### src/rtl/bru_pkg.sv
// Shared definitions for the branch resolution unit: funct3 encodings and the result record.
package bru_pkg;

    localparam int unsigned BRU_XLEN = 32;

    typedef enum logic [2:0] {
        BR_EQ  = 3'd0,
        BR_NE  = 3'd1,
        BR_LT  = 3'd4,
        BR_GE  = 3'd5,
        BR_LTU = 3'd6,
        BR_GEU = 3'd7
    } bru_funct3_e;

    // Address fields are sized for the RV32 pipeline this unit serves.
    typedef struct packed {
        logic                taken;
        logic [BRU_XLEN-1:0] target;
        logic [BRU_XLEN-1:0] redirect_pc;
        logic                mispredict;
        logic                illegal;
    } bru_result_t;

endpackage

### src/rtl/bru_cmp.sv
// Combinational branch condition evaluator: resolves direction and flags reserved funct3 codes.
module bru_cmp
    import bru_pkg::*;
#(
    parameter int unsigned XLEN = BRU_XLEN
) (
    input  logic [2:0]      i_funct3,
    input  logic [XLEN-1:0] i_a,
    input  logic [XLEN-1:0] i_b,
    output logic            o_taken,
    output logic            o_illegal
);

    logic w_eq;
    logic w_lt;
    logic w_ltu;

    assign w_eq  = (i_a == i_b);
    assign w_lt  = ($signed(i_a) < $signed(i_b));
    assign w_ltu = (i_a < i_b);

    always_comb begin
        o_taken   = 1'b0;
        o_illegal = 1'b0;
        case (i_funct3)
            BR_EQ:   o_taken = w_eq;
            BR_NE:   o_taken = !w_eq;
            BR_LT:   o_taken = w_lt;
            BR_GE:   o_taken = !w_lt;
            BR_LTU:  o_taken = w_ltu;
            BR_GEU:  o_taken = !w_ltu;
            default: o_illegal = 1'b1;
        endcase
    end

endmodule

### src/rtl/branch_resolve_unit.sv
// EX-stage branch resolution with a single-entry valid/ready result register and flush.
// Define BRU_PERF_CNT_EN to add saturating branch/mispredict counters (perf_* ports).
module branch_resolve_unit
    import bru_pkg::*;
#(
    parameter int unsigned XLEN = BRU_XLEN
`ifdef BRU_PERF_CNT_EN
    ,
    parameter int unsigned CNT_W = 32
`endif
) (
    input  logic             clk,
    input  logic             rst_n,
    input  logic             flush,
    input  logic             in_valid,
    output logic             in_ready,
    input  logic [2:0]       in_funct3,
    input  logic [XLEN-1:0]  in_a,
    input  logic [XLEN-1:0]  in_b,
    input  logic [XLEN-1:0]  in_pc,
    input  logic [XLEN-1:0]  in_imm,
    input  logic             in_pred_taken,
    output logic             out_valid,
    input  logic             out_ready,
    output logic             out_taken,
    output logic [XLEN-1:0]  out_target,
    output logic [XLEN-1:0]  out_redirect_pc,
    output logic             out_mispredict,
    output logic             out_illegal
`ifdef BRU_PERF_CNT_EN
    ,
    input  logic             perf_clr,
    output logic [CNT_W-1:0] perf_branches,
    output logic [CNT_W-1:0] perf_mispredicts
`endif
);

    logic        r_valid;
    bru_result_t r_res;
    bru_result_t w_res;
    logic        w_taken;
    logic        w_illegal;
    logic        w_ready;
    logic        w_accept;
    logic        w_retire;
    logic [XLEN-1:0] w_target;

    bru_cmp #(
        .XLEN(XLEN)
    ) u_cmp (
        .i_funct3 (in_funct3),
        .i_a      (in_a),
        .i_b      (in_b),
        .o_taken  (w_taken),
        .o_illegal(w_illegal)
    );

    assign w_ready  = !flush && (!r_valid || out_ready);
    assign w_accept = in_valid && w_ready;
    assign w_retire = r_valid && out_ready && !flush;
    assign w_target = in_pc + in_imm;

    always_comb begin
        w_res             = '0;
        w_res.taken       = w_taken;
        w_res.target      = w_target;
        w_res.redirect_pc = w_taken ? w_target : (in_pc + XLEN'(4));
        w_res.mispredict  = (w_taken != in_pred_taken) && !w_illegal;
        w_res.illegal     = w_illegal;
    end

    // Flush outranks accept/retire; the held payload is left in place but invalidated.
    always_ff @(posedge clk) begin
        if (!rst_n) begin
            r_valid <= 1'b0;
            r_res   <= '0;
        end else if (flush) begin
            r_valid <= 1'b0;
        end else if (w_accept) begin
            r_valid <= 1'b1;
            r_res   <= w_res;
        end else if (w_retire) begin
            r_valid <= 1'b0;
        end
    end

    assign in_ready        = w_ready;
    assign out_valid       = r_valid;
    assign out_taken       = r_res.taken;
    assign out_target      = r_res.target;
    assign out_redirect_pc = r_res.redirect_pc;
    assign out_mispredict  = r_res.mispredict;
    assign out_illegal     = r_res.illegal;

`ifdef BRU_PERF_CNT_EN
    logic [CNT_W-1:0] r_branches;
    logic [CNT_W-1:0] r_mispredicts;

    always_ff @(posedge clk) begin
        if (!rst_n || perf_clr) begin
            r_branches    <= '0;
            r_mispredicts <= '0;
        end else if (w_retire && !r_res.illegal) begin
            if (r_branches != '1) begin
                r_branches <= r_branches + CNT_W'(1);
            end
            if (r_res.mispredict && (r_mispredicts != '1)) begin
                r_mispredicts <= r_mispredicts + CNT_W'(1);
            end
        end
    end

    assign perf_branches    = r_branches;
    assign perf_mispredicts = r_mispredicts;
`endif

endmodule

### config.mk
export PLATFORM = sky130hd
export DESIGN_NAME = branch_resolve_unit
export DESIGN_NICKNAME = d
export VERILOG_FILES = /design/src/rtl/bru_pkg.sv /design/src/rtl/bru_cmp.sv /design/src/rtl/branch_resolve_unit.sv
export SDC_FILE = /design/constraint.sdc
export NUM_CORES = 1
export LEC_CHECK = 0
export ABC_AREA = 0
export CORE_MARGIN = 5
export CORE_UTILIZATION = 35
export DETAILED_ROUTE_END_ITERATION = 10
export PLACE_DENSITY = 0.66
export SLEW_MARGIN = 20
export SYNTH_ARGS = -nofsm -noshare
export SYNTH_HDL_FRONTEND = slang
export SYNTH_SLANG_ARGS = --single-unit
### constraint.sdc
create_clock -name clk -period 4.9 [get_ports clk]
set_input_delay 0.98 -clock clk [delete_from_list [all_inputs] [get_ports clk]]
set_output_delay 0.98 -clock clk [all_outputs]
set_load 0.1 [all_outputs]
==> results of run 1 <==
worst max-delay path, delay by kind of cell:
family                   cells  cell delay (ns)
AO/OA/AOI/OAI                5             1.40
adder cells (fa/ha/maj)      2             0.48
buffers and inverters        2             0.51
AND/OR/NAND/NOR              4             0.83
per-stage QoR:
step | hold slack (ns) | std cells | instance area (um^2)
4_1_cts | 0.454 | 1157 | 8350
3_3_place_gp | 0.441 | 1141 | 8000
5_1_grt | 0.472 | 1157 | 8350
6_report | 0.451 | 1157 | 8350
3_5_place_dp | 0.447 | 1141 | 8000
2_1_floorplan | 0.888 | 743 | 5740
final timing paths:
path,slack [ns],end
max,0.92,out_redirect_pc[28]$_SDFFE_PN0P_
min,0.45,out_target[25]$_SDFFE_PN0P_
max reg2reg,2.28,out_redirect_pc[25]$_SDFFE_PN0P_
min reg2reg,0.45,out_target[25]$_SDFFE_PN0P_
kinds of logic after synthesis:
| group | Yosys count |
|---|---|
| DFF | 68 |
| xor gates and xnor gates | 55 |
| adders and majority gates | 65 |
| and+or+nand+nor | 274 |
| buffers and inverters | 81 |
| muxes | 10 |
| AOI/OAI and AO/OA | 190 |
cells in the mapped netlist (all sizes together) (6+ instances only):
library cell   n
dfxtp         68
clkbuf        19
and2           7
a31oi          9
xor2          24
xnor2         31
nand3         44
o21ai         38
o211ai         6
nand2         89
a21oi         58
inv           51
nor2b          7
a211oi        15
and3          14
buf           10
ha            64
or3            8
a21o          13
nor2          61
o21a           6
o221ai         9
o21bai         7
nor3           6
nand4         16
registers in the layout (all words and copies together), names as in the netlist:
name and count:
out_redirect_pc 32, out_taken 1, out_target 32, out_illegal 1
out_valid 1, out_mispredict 1
cell type report:
| type | count | area, um^2 |
|---|---|---|
| clock inverter | 4 | 95.1 |
| sequential | 68 | 1360 |
| fill | 1565 | 7650 |
| clock buffer | 12 | 256 |
| timing repair buffer | 211 | 2110 |
| multi-input combinational | 594 | 4060 |
| tap | 216 | 270 |
| inverter | 52 | 195 |
layout by cell type (no fill, tap or decap), drive strengths merged, types with 5 or more instances in the layout:
cell type	synthesis	routed
a211oi	15	15
a21o	13	13
a21oi	58	58
a311oi	5	5
a31oi	9	9
and2	7	7
and3	14	14
buf	10	7
clkbuf	19	12
clkdlybuf4s50	0	204
dfxtp	68	68
ha	64	64
inv	51	51
mux2	5	5
mux2i	5	5
nand2	89	89
nand3	44	44
nand4	16	16
nor2	61	61
nor2b	7	7
nor3	6	6
nor4	5	5
o211ai	6	6
o21a	6	6
o21ai	38	38
o21bai	7	7
o221ai	9	9
or3	8	8
xnor2	31	31
xor2	24	24
routing by layer:
layer  vias to the layer above  GRT usage, %
met4                         0          5.04
met3                        15          4.07
met5                         -             0
li1                       3064             -
met1                      2749          28.0
met2                       211          31.7
report_power, final:
| part | total (mW) | switching, mW | internal (mW) |
|---|---|---|---|
| sequential | 0.622 | 0.0255 | 0.597 |
| clock | 0.759 | 0.235 | 0.524 |
| combinational | 1.03 | 0.671 | 0.356 |
| total | 2.41 | 0.931 | 1.48 |
==> impl_metrics.yaml, run 1 <==
setup_path:
  crit_arrival_ns: 4.18
  r2r-start: "out_valid$_SDFFE_PP0P_"
  worstPathMaxFanout: 4
  crit_type: "input port to flop"
  worstSetupStartpoint: "in_pc[0]"
  reg2regPathDepth: 7
  cp.required_ns: 5.10
  startpoint_type: "input port"
  slowest_stage: "or4b_1"
  critPathMaxStageDelay_ns: 0.53
  end_kind: "flop"
  worstPathCellList: "clkdlybuf4s50_1 > ha_1 > inv_1 > fa_1 > nor2b_1 > o31ai_1 > a211oi_1 > or4b_1 > nand2_1 > a211o_1 > nor2_1 > a311oi_1 > o221ai_2"
logic_synthesis:
  synth-xor-area-share_pct: 8.39
  synthArstFlopShare_pct: 0
  synth-seq-area-share_pct: 23.7
  synth_edf_count: 0
  synth_ff_type: "dfxtp_1"
  syn_area_um2: 5740
  synth.area.mux_share_pct: 1.85
  yosys_warnings: 0
  ys_seq_elements: 68
  synth_top_family_by_area: "simple AND/OR/NAND/NOR gates"
  synth_area_leaders: "dfxtp_1 24%, ha_1 14%, nand2_1 5.8%"
  syn_nets: 945
  synthCells: 743
  synth_top_area_share_pct: 23.7
  yosys.area.top_type: "dfxtp_1"
  ys_types: 68
  synth_compound_area_share_pct: 22.8
  avgSynthCellArea_um2: 7.73
  synthAdderAreaFrac_pct: 14.3
  synthSimpleGateAreaFrac_pct: 23.3
routing:
  routed_wirelength_mm: 19.8
  wl_met3_mm: 1.23
  met1_length_mm: 9.58
  num_vias: 6039
  drc: 0
  wl_per_cell_um: 17.1
  final_antenna_net_count: 0
  wl_met2_mm: 8.78
  drt_pre_antenna_iters: 4
  drt-initial-drc-count: 310
  top_layer: "met4"
  vias_per_cell: 5.22
hold_path:
  min_path_cells: 2
  hold_path.class: "flop to flop"
  hold_start: "out_target[25]$_SDFFE_PN0P_"
finish:
  syn2layout_area_growth_pct: 45.4
  nNetsFinal: 1138
  drive_above_1_share_pct: 5.10
  postLayoutCoreUtil_pct: 52.2
  num_antenna_cells: 0
global_routing:
  grt_pass1_wl_mm: 31.2
  grt_pass1_vias: 5708
  grt_start_max_net_pins: 49
  antenna_found_initial: 0
  grt_overflow_total: 0
  grt_usage_pct: 20.0
sta:
  fmax_mhz: 251
  drv_slew: 0
  fin_crit_ns: 3.98
  fin_crit_sh_pct: 81.3
  worstMarginPinSlew_ns: 1.12
  setup-tns-final_ns: 0
  finalHoldViolations: 0
  fin_skew_ns: 0.00215
  worst_slack_ns: 0.916
  finalSetupViolCount: 0
  relSlewSlack_pct: 25.3
  rsz0062_at_grt: "no"
placed_design:
  port_buffers: 205
  gp_congestion: 0.846
  dp_hpwl_mm: 16.3
  dp_slack_ns: 0.593
die:
  core_um2: 16000
  die_area_um2: 19100
  num_rows: 46
  die-height_um: 138
  die_w_um: 138
  start_util_pct: 35.9
  ioPinCount: 206
clock_tree:
  cts_resized: 0
  cts_tree: "done"
  cts_buffers: 9
  cts_setup_buffers: 0
  clock_sinks: 68
  clockBufferDepth: 2
  hold_buffers: 0
  root_buffer: "clkbuf_16"
  clkTransAtPathRegs_ns: 0.05
  ctsHtreeMaxLevel: 3
  insertion_delay_ns: 0.33
power:
  power_density_nw_per_um2: 289
  p_leak_nw: 3.40
  ir_worst_vdd_mv: 0.150
  p_total_mw: 2.41
flow_run:
  drv_cap: 0
run_status:
  status: "finished clean"
Power figures use the tool's default switching activity.
==> run 2, diff against run 1 <==
--- a/config.mk
+++ b/config.mk
@@ -9,7 +9,7 @@
 export CORE_MARGIN = 5
 export CORE_UTILIZATION = 35
 export DETAILED_ROUTE_END_ITERATION = 10
-export PLACE_DENSITY = 0.66
+export PLACE_DENSITY = 0.69
 export SLEW_MARGIN = 20
 export SYNTH_ARGS = -nofsm -noshare
 export SYNTH_HDL_FRONTEND = slang
==> constraint.sdc (replaced) <==
create_clock -name clk -period 3.2 [get_ports clk]
set_input_delay 0.64 -clock clk [delete_from_list [all_inputs] [get_ports clk]]
set_output_delay 0.64 -clock clk [all_outputs]
set_load 0.1 [all_outputs]
==> impl_metrics.yaml, run 2 (synthesized netlist as in run 1, its figures left out) <==
sta:
  setup-tns-final_ns: -0.0573
  fin_crit_sh_pct: 102
  fin_skew_ns: 0.00546
  fmax_mhz: 307
  rsz0062_at_grt: "yes"
  finalSetupViolCount: 1
  worst_slack_ns: -0.0573
  finalHoldViolations: 0
  drv_slew: 0
  worstMarginPinSlew_ns: 0.570
  fin_crit_ns: 3.26
  relSlewSlack_pct: 61.8
routing:
  wl_per_cell_um: 17.5
  routed_wirelength_mm: 22.9
  vias_per_cell: 5.23
  num_vias: 6850
  drt_pre_antenna_iters: 4
  drt-initial-drc-count: 357
  drc: 0
  final_antenna_net_count: 0
finish:
  syn2layout_area_growth_pct: 75.6
  num_antenna_cells: 0
  drive_above_1_share_pct: 37.4
  fillers: 1347
  final_cells: 1311
  nNetsFinal: 1292
  stdcell_area_um2: 10100
  postLayoutCoreUtil_pct: 63.0
  final_common_cell: "buf_4"
  layout.cells.most_common_list: "219 x buf_4, 87 x nand2_1, 68 x dfxtp_1"
global_routing:
  grt_start_max_net_pins: 35
  grt_pass1_wl_mm: 34.7
  grt_overflow_total: 0
  grt_usage_pct: 21.9
  grt_pass1_vias: 6713
  antenna_found_initial: 0
placed_design:
  place_area_um2: 8890
  gp_congestion: 0.906
  post-place-cells: 1277
  dp_slack_ns: -0.706
  port_buffers: 205
  dp_hpwl_mm: 17.6
die:
  die_w_um: 138
  core_um2: 16000
  die_area_um2: 19100
  start_util_pct: 35.9
  die-height_um: 138
  ioPinCount: 206
  num_rows: 46
setup_path:
  end_kind: "flop"
  cp.required_ns: 3.45
  crit_arrival_ns: 3.50
  startpoint_type: "input port"
  critPathMaxStageDelay_ns: 0.45
  slowest_stage: "clkdlybuf4s50_1"
  crit_type: "input port to flop"
  worstPathCellList: "clkdlybuf4s50_1 > ha_4 > o21ai_2 > a211oi_2 > o211ai_1 > o211ai_4 > nor3b_2 > o41ai_4 > o21ai_4 > buf_6 > buf_12 > or3b_1 > a31oi_1"
  worstPathMaxFanout: 6
  reg2regPathDepth: 6
power:
  ir_worst_vdd_mv: 0.303
  power_density_nw_per_um2: 396
  p_leak_nw: 4.54
clock_tree:
  root_buffer: "clkbuf_16"
  insertion_delay_ns: 0.33
  clkTransAtPathRegs_ns: 0.05
  cts_tree: "done"
  cts_buffers: 9
  clock_sinks: 68
  clockBufferDepth: 2
  ctsHtreeMaxLevel: 3
run_status:
  status: "finished with violations"
  violations: "setup timing"
hold_path:
  hold_path.class: "flop to flop"
  min_path_cells: 2
flow_run:
  drv_cap: 0
run 2: cell count changes in the layout (fill, tap and decap cells not counted), moves of 19 or more:
cell,change
inv_1,-30
clkbuf_2,+20
ha_4,+39
dlygate4sd2_1,+30
ha_1,-43
dlymetal6s2s_1,+19
clkdlybuf4s50_1,-142
buf_4,+213
inv_2,+29
run 2: final cells by class:
type | instances | area (um^2) | area share, %
clock buffer | 12 | 236 | 2.35
inverter | 52 | 198 | 1.96
sequential | 68 | 1360 | 13.5
clock inverter | 4 | 73.8 | 0.732
tap | 216 | 270 | 2.68
multi-input combinational | 594 | 4830 | 48.0
timing repair buffer | 365 | 3110 | 30.8
run 2: report_power, final:
part / total, mW / leakage [nW] / internal (mW) / switching, mW
Clock: 1.04 / 0.151 / 0.683 / 0.356
Combinational: 2.00 / 3.84 / 0.823 / 1.17
Sequential: 0.955 / 0.556 / 0.914 / 0.0411
run 2: stage by stage:
stage | total power [mW] | hold slack, ns
after CTS | 3.89 | 0.460
final | 3.99 | 0.460
after detailed placement | 2.75 | 0.452
after global routing | 4.17 | 0.487
after floorplan | 2.02 | 0.719
after global placement | 2.73 | 0.444
run 2: repair_timing:
item                       in CTS  in global routing
gates resized for setup       135                132
pin swaps                      35                 50
buffers inserted                7                  9
setup endpoints to repair      44                 45
hold buffers                    0                  0
cloned                          2                  0
run 2: final timing paths:
check,start,to,slack (ns)
hold / removal,out_target[20]$_SDFFE_PN0P_,out_target[20]$_SDFFE_PN0P_,0.46
setup / recovery,in_a[6],out_redirect_pc[13]$_SDFFE_PN0P_,-0.06
setup reg to reg,out_valid$_SDFFE_PP0P_,out_redirect_pc[10]$_SDFFE_PN0P_,1.35
hold reg to reg,out_target[20]$_SDFFE_PN0P_,out_target[20]$_SDFFE_PN0P_,0.46
run 2: routing by layer:
metal	global-route usage [%]	wire length, um	share of wire, %	vias to the layer above
met3	3.59	1200	5.2	38
met1	28.5	9980	44	3198
met5	0	0	0	-
met2	37.4	11200	49	248
met4	6.55	545	2.4	0
li1	-	-	-	3366
run 2: critical path: cells and delay by family:
kind / cells / cell delay, ns
AOI/OAI and AO/OA: 7 / 1.37
adders and majority gates: 1 / 0.29
buffers and inverters: 3 / 0.73
and+or+nand+nor: 2 / 0.47
==> run 3, diff against run 2 <==
--- a/config.mk
+++ b/config.mk
@@ -6,11 +6,10 @@
 export NUM_CORES = 1
 export LEC_CHECK = 0
 export ABC_AREA = 0
-export CORE_MARGIN = 5
-export CORE_UTILIZATION = 35
+export CORE_MARGIN = 10
+export CORE_UTILIZATION = 42
 export DETAILED_ROUTE_END_ITERATION = 10
-export PLACE_DENSITY = 0.69
-export SLEW_MARGIN = 20
+export PLACE_DENSITY = 0.8
 export SYNTH_ARGS = -nofsm -noshare
 export SYNTH_HDL_FRONTEND = slang
 export SYNTH_SLANG_ARGS = --single-unit
==> impl_metrics.yaml, run 3 (synthesized netlist as in run 1, its figures left out) <==
run_status:
  status: "finished clean"
finish:
  layout.cells.most_common_list: "200 x buf_4, 87 x nand2_1, 71 x clkdlybuf4s50_1"
  final_common_cell: "buf_4"
  drive_above_1_share_pct: 36.8
  postLayoutCoreUtil_pct: 73.0
  syn2layout_area_growth_pct: 69.0
  nNetsFinal: 1269
placed_design:
  port_buffers: 205
  dp_slack_ns: -0.697
  dp_hpwl_mm: 18.2
  gp_congestion: 0.961
routing:
  num_vias: 6877
  final_antenna_net_count: 0
  wl_per_cell_um: 19.1
  routed_wirelength_mm: 23.8
  drt-initial-drc-count: 397
  drc: 0
  vias_per_cell: 5.51
  drt_pre_antenna_iters: 5
clock_tree:
  ctsHtreeMaxLevel: 3
  clockBufferDepth: 2
  cts_tree: "done"
  root_buffer: "clkbuf_16"
  cts_buffers: 9
  insertion_delay_ns: 0.33
  clkTransAtPathRegs_ns: 0.06
  clock_sinks: 68
sta:
  fin_crit_ns: 3.19
  rsz0062_at_grt: "yes"
  holdWs_ns: 0.454
  fin_crit_sh_pct: 99.7
  fmax_mhz: 314
  drv_slew: 0
  worstMarginPinSlew_ns: 0.640
  fin_skew_ns: 0.00410
  relSlewSlack_pct: 57.2
  finalHoldViolations: 0
  worst_slack_ns: 0.0104
  setup-tns-final_ns: 0
  finalSetupViolCount: 0
setup_path:
  cp.required_ns: 3.38
  worst-r2r-setup-slack_ns: 1.39
  end_kind: "flop"
  crit_type: "input port to flop"
  worstPathMaxFanout: 8
  startpoint_type: "input port"
  crit_arrival_ns: 3.37
global_routing:
  grt_usage_pct: 23.7
  grt_pass1_vias: 6864
  grt_overflow_total: 0
  grt_start_max_net_pins: 32
  grt_pass1_wl_mm: 35.6
  antenna_found_initial: 1
die:
  start_util_pct: 43.2
  die_w_um: 137
  ioPinCount: 206
  num_rows: 42
  die_area_um2: 18700
  core_um2: 13300
  die-height_um: 137
power:
  power_density_nw_per_um2: 410
  ir_worst_vdd_mv: 0.327
  p_leak_nw: 4.35
hold_path:
  hold_path.class: "flop to flop"
flow_run:
  drv_cap: 0
-- run 3: changes by cell type in the layout (fill, tap and decap cells not counted), moves of 8 or more --
| cell | change |
|---|---|
| ha_4 | -8 |
| dlygate4sd2_1 | -21 |
| clkdlybuf4s50_1 | +9 |
| ha_1 | +8 |
| buf_4 | -19 |
| clkdlybuf4s15_1 | +9 |
| clkbuf_2 | +13 |
-- run 3: routing by layer --
layer / part of all wire, % / GRT usage [%] / up-vias
met2: 47 / 40.2 / 307
met4: 3.3 / 9.95 / 0
li1: - / - / 3327
met3: 8.4 / 4.40 / 54
met5: 0 / 0 / -
met1: 41 / 28.8 / 3189
-- run 3: final timing paths --
path / from / depth (start not counted) / end
setup / recovery: in_a[31] / 14 / out_redirect_pc[4]$_SDFFE_PN0P_
hold / removal: out_target[25]$_SDFFE_PN0P_ / 2 / out_target[25]$_SDFFE_PN0P_
hold reg to reg: out_target[25]$_SDFFE_PN0P_ / 2 / out_target[25]$_SDFFE_PN0P_
setup reg to reg: out_valid$_SDFFE_PP0P_ / 7 / out_redirect_pc[26]$_SDFFE_PN0P_
-- run 3: what timing repair did --
item	CTS	global route
setup endpoints to repair	43	44
resized for setup	138	149
hold buffers	0	0
cloned	2	0
pin swaps	48	52
setup buffers	3	10
-- run 3: area by class of cell --
class	instances	area [um^2]
inverter	52	195
tap	176	220
antenna	2	5.00
clock inverter	4	72.6
timing repair buffer	342	2810
fill	970	3590
multi-input combinational	594	4790
clock buffer	11	253
sequential	68	1360
-- run 3: report_power, final --
group	total (mW)	leakage, nW	switching [mW]	internal [mW]
sequential	0.957	0.556	0.0426	0.914
clock	1.08	0.158	0.363	0.718
combinational	1.94	3.64	1.18	0.760
total	3.98	4.35	1.59	2.39
-- run 3: critical path: stages --
cell and delay, ns:
clkdlybuf4s15_1 0.21, ha_4 0.30, nand4_4 0.11, nor4_4 0.30
o211ai_1 0.19, o211ai_4 0.13, buf_6 0.15, o22ai_1 0.06
a211o_1 0.30, o21ai_4 0.26, buf_6 0.21, buf_8 0.13
mux2i_1 0.21, o21ai_0 0.16
-- run 3: metrics by stage --
| stage | std cells | instance area (um^2) | power (mW) |
|---|---|---|---|
| 2_1_floorplan | 743 | 5740 | 2.02 |
| 5_1_grt | 1248 | 9700 | 4.14 |
| 4_1_cts | 1241 | 9500 | 3.88 |
| 6_report | 1249 | 9700 | 3.98 |
| 3_5_place_dp | 1221 | 8690 | 2.71 |
| 3_3_place_gp | 1221 | 8690 | 2.69 |
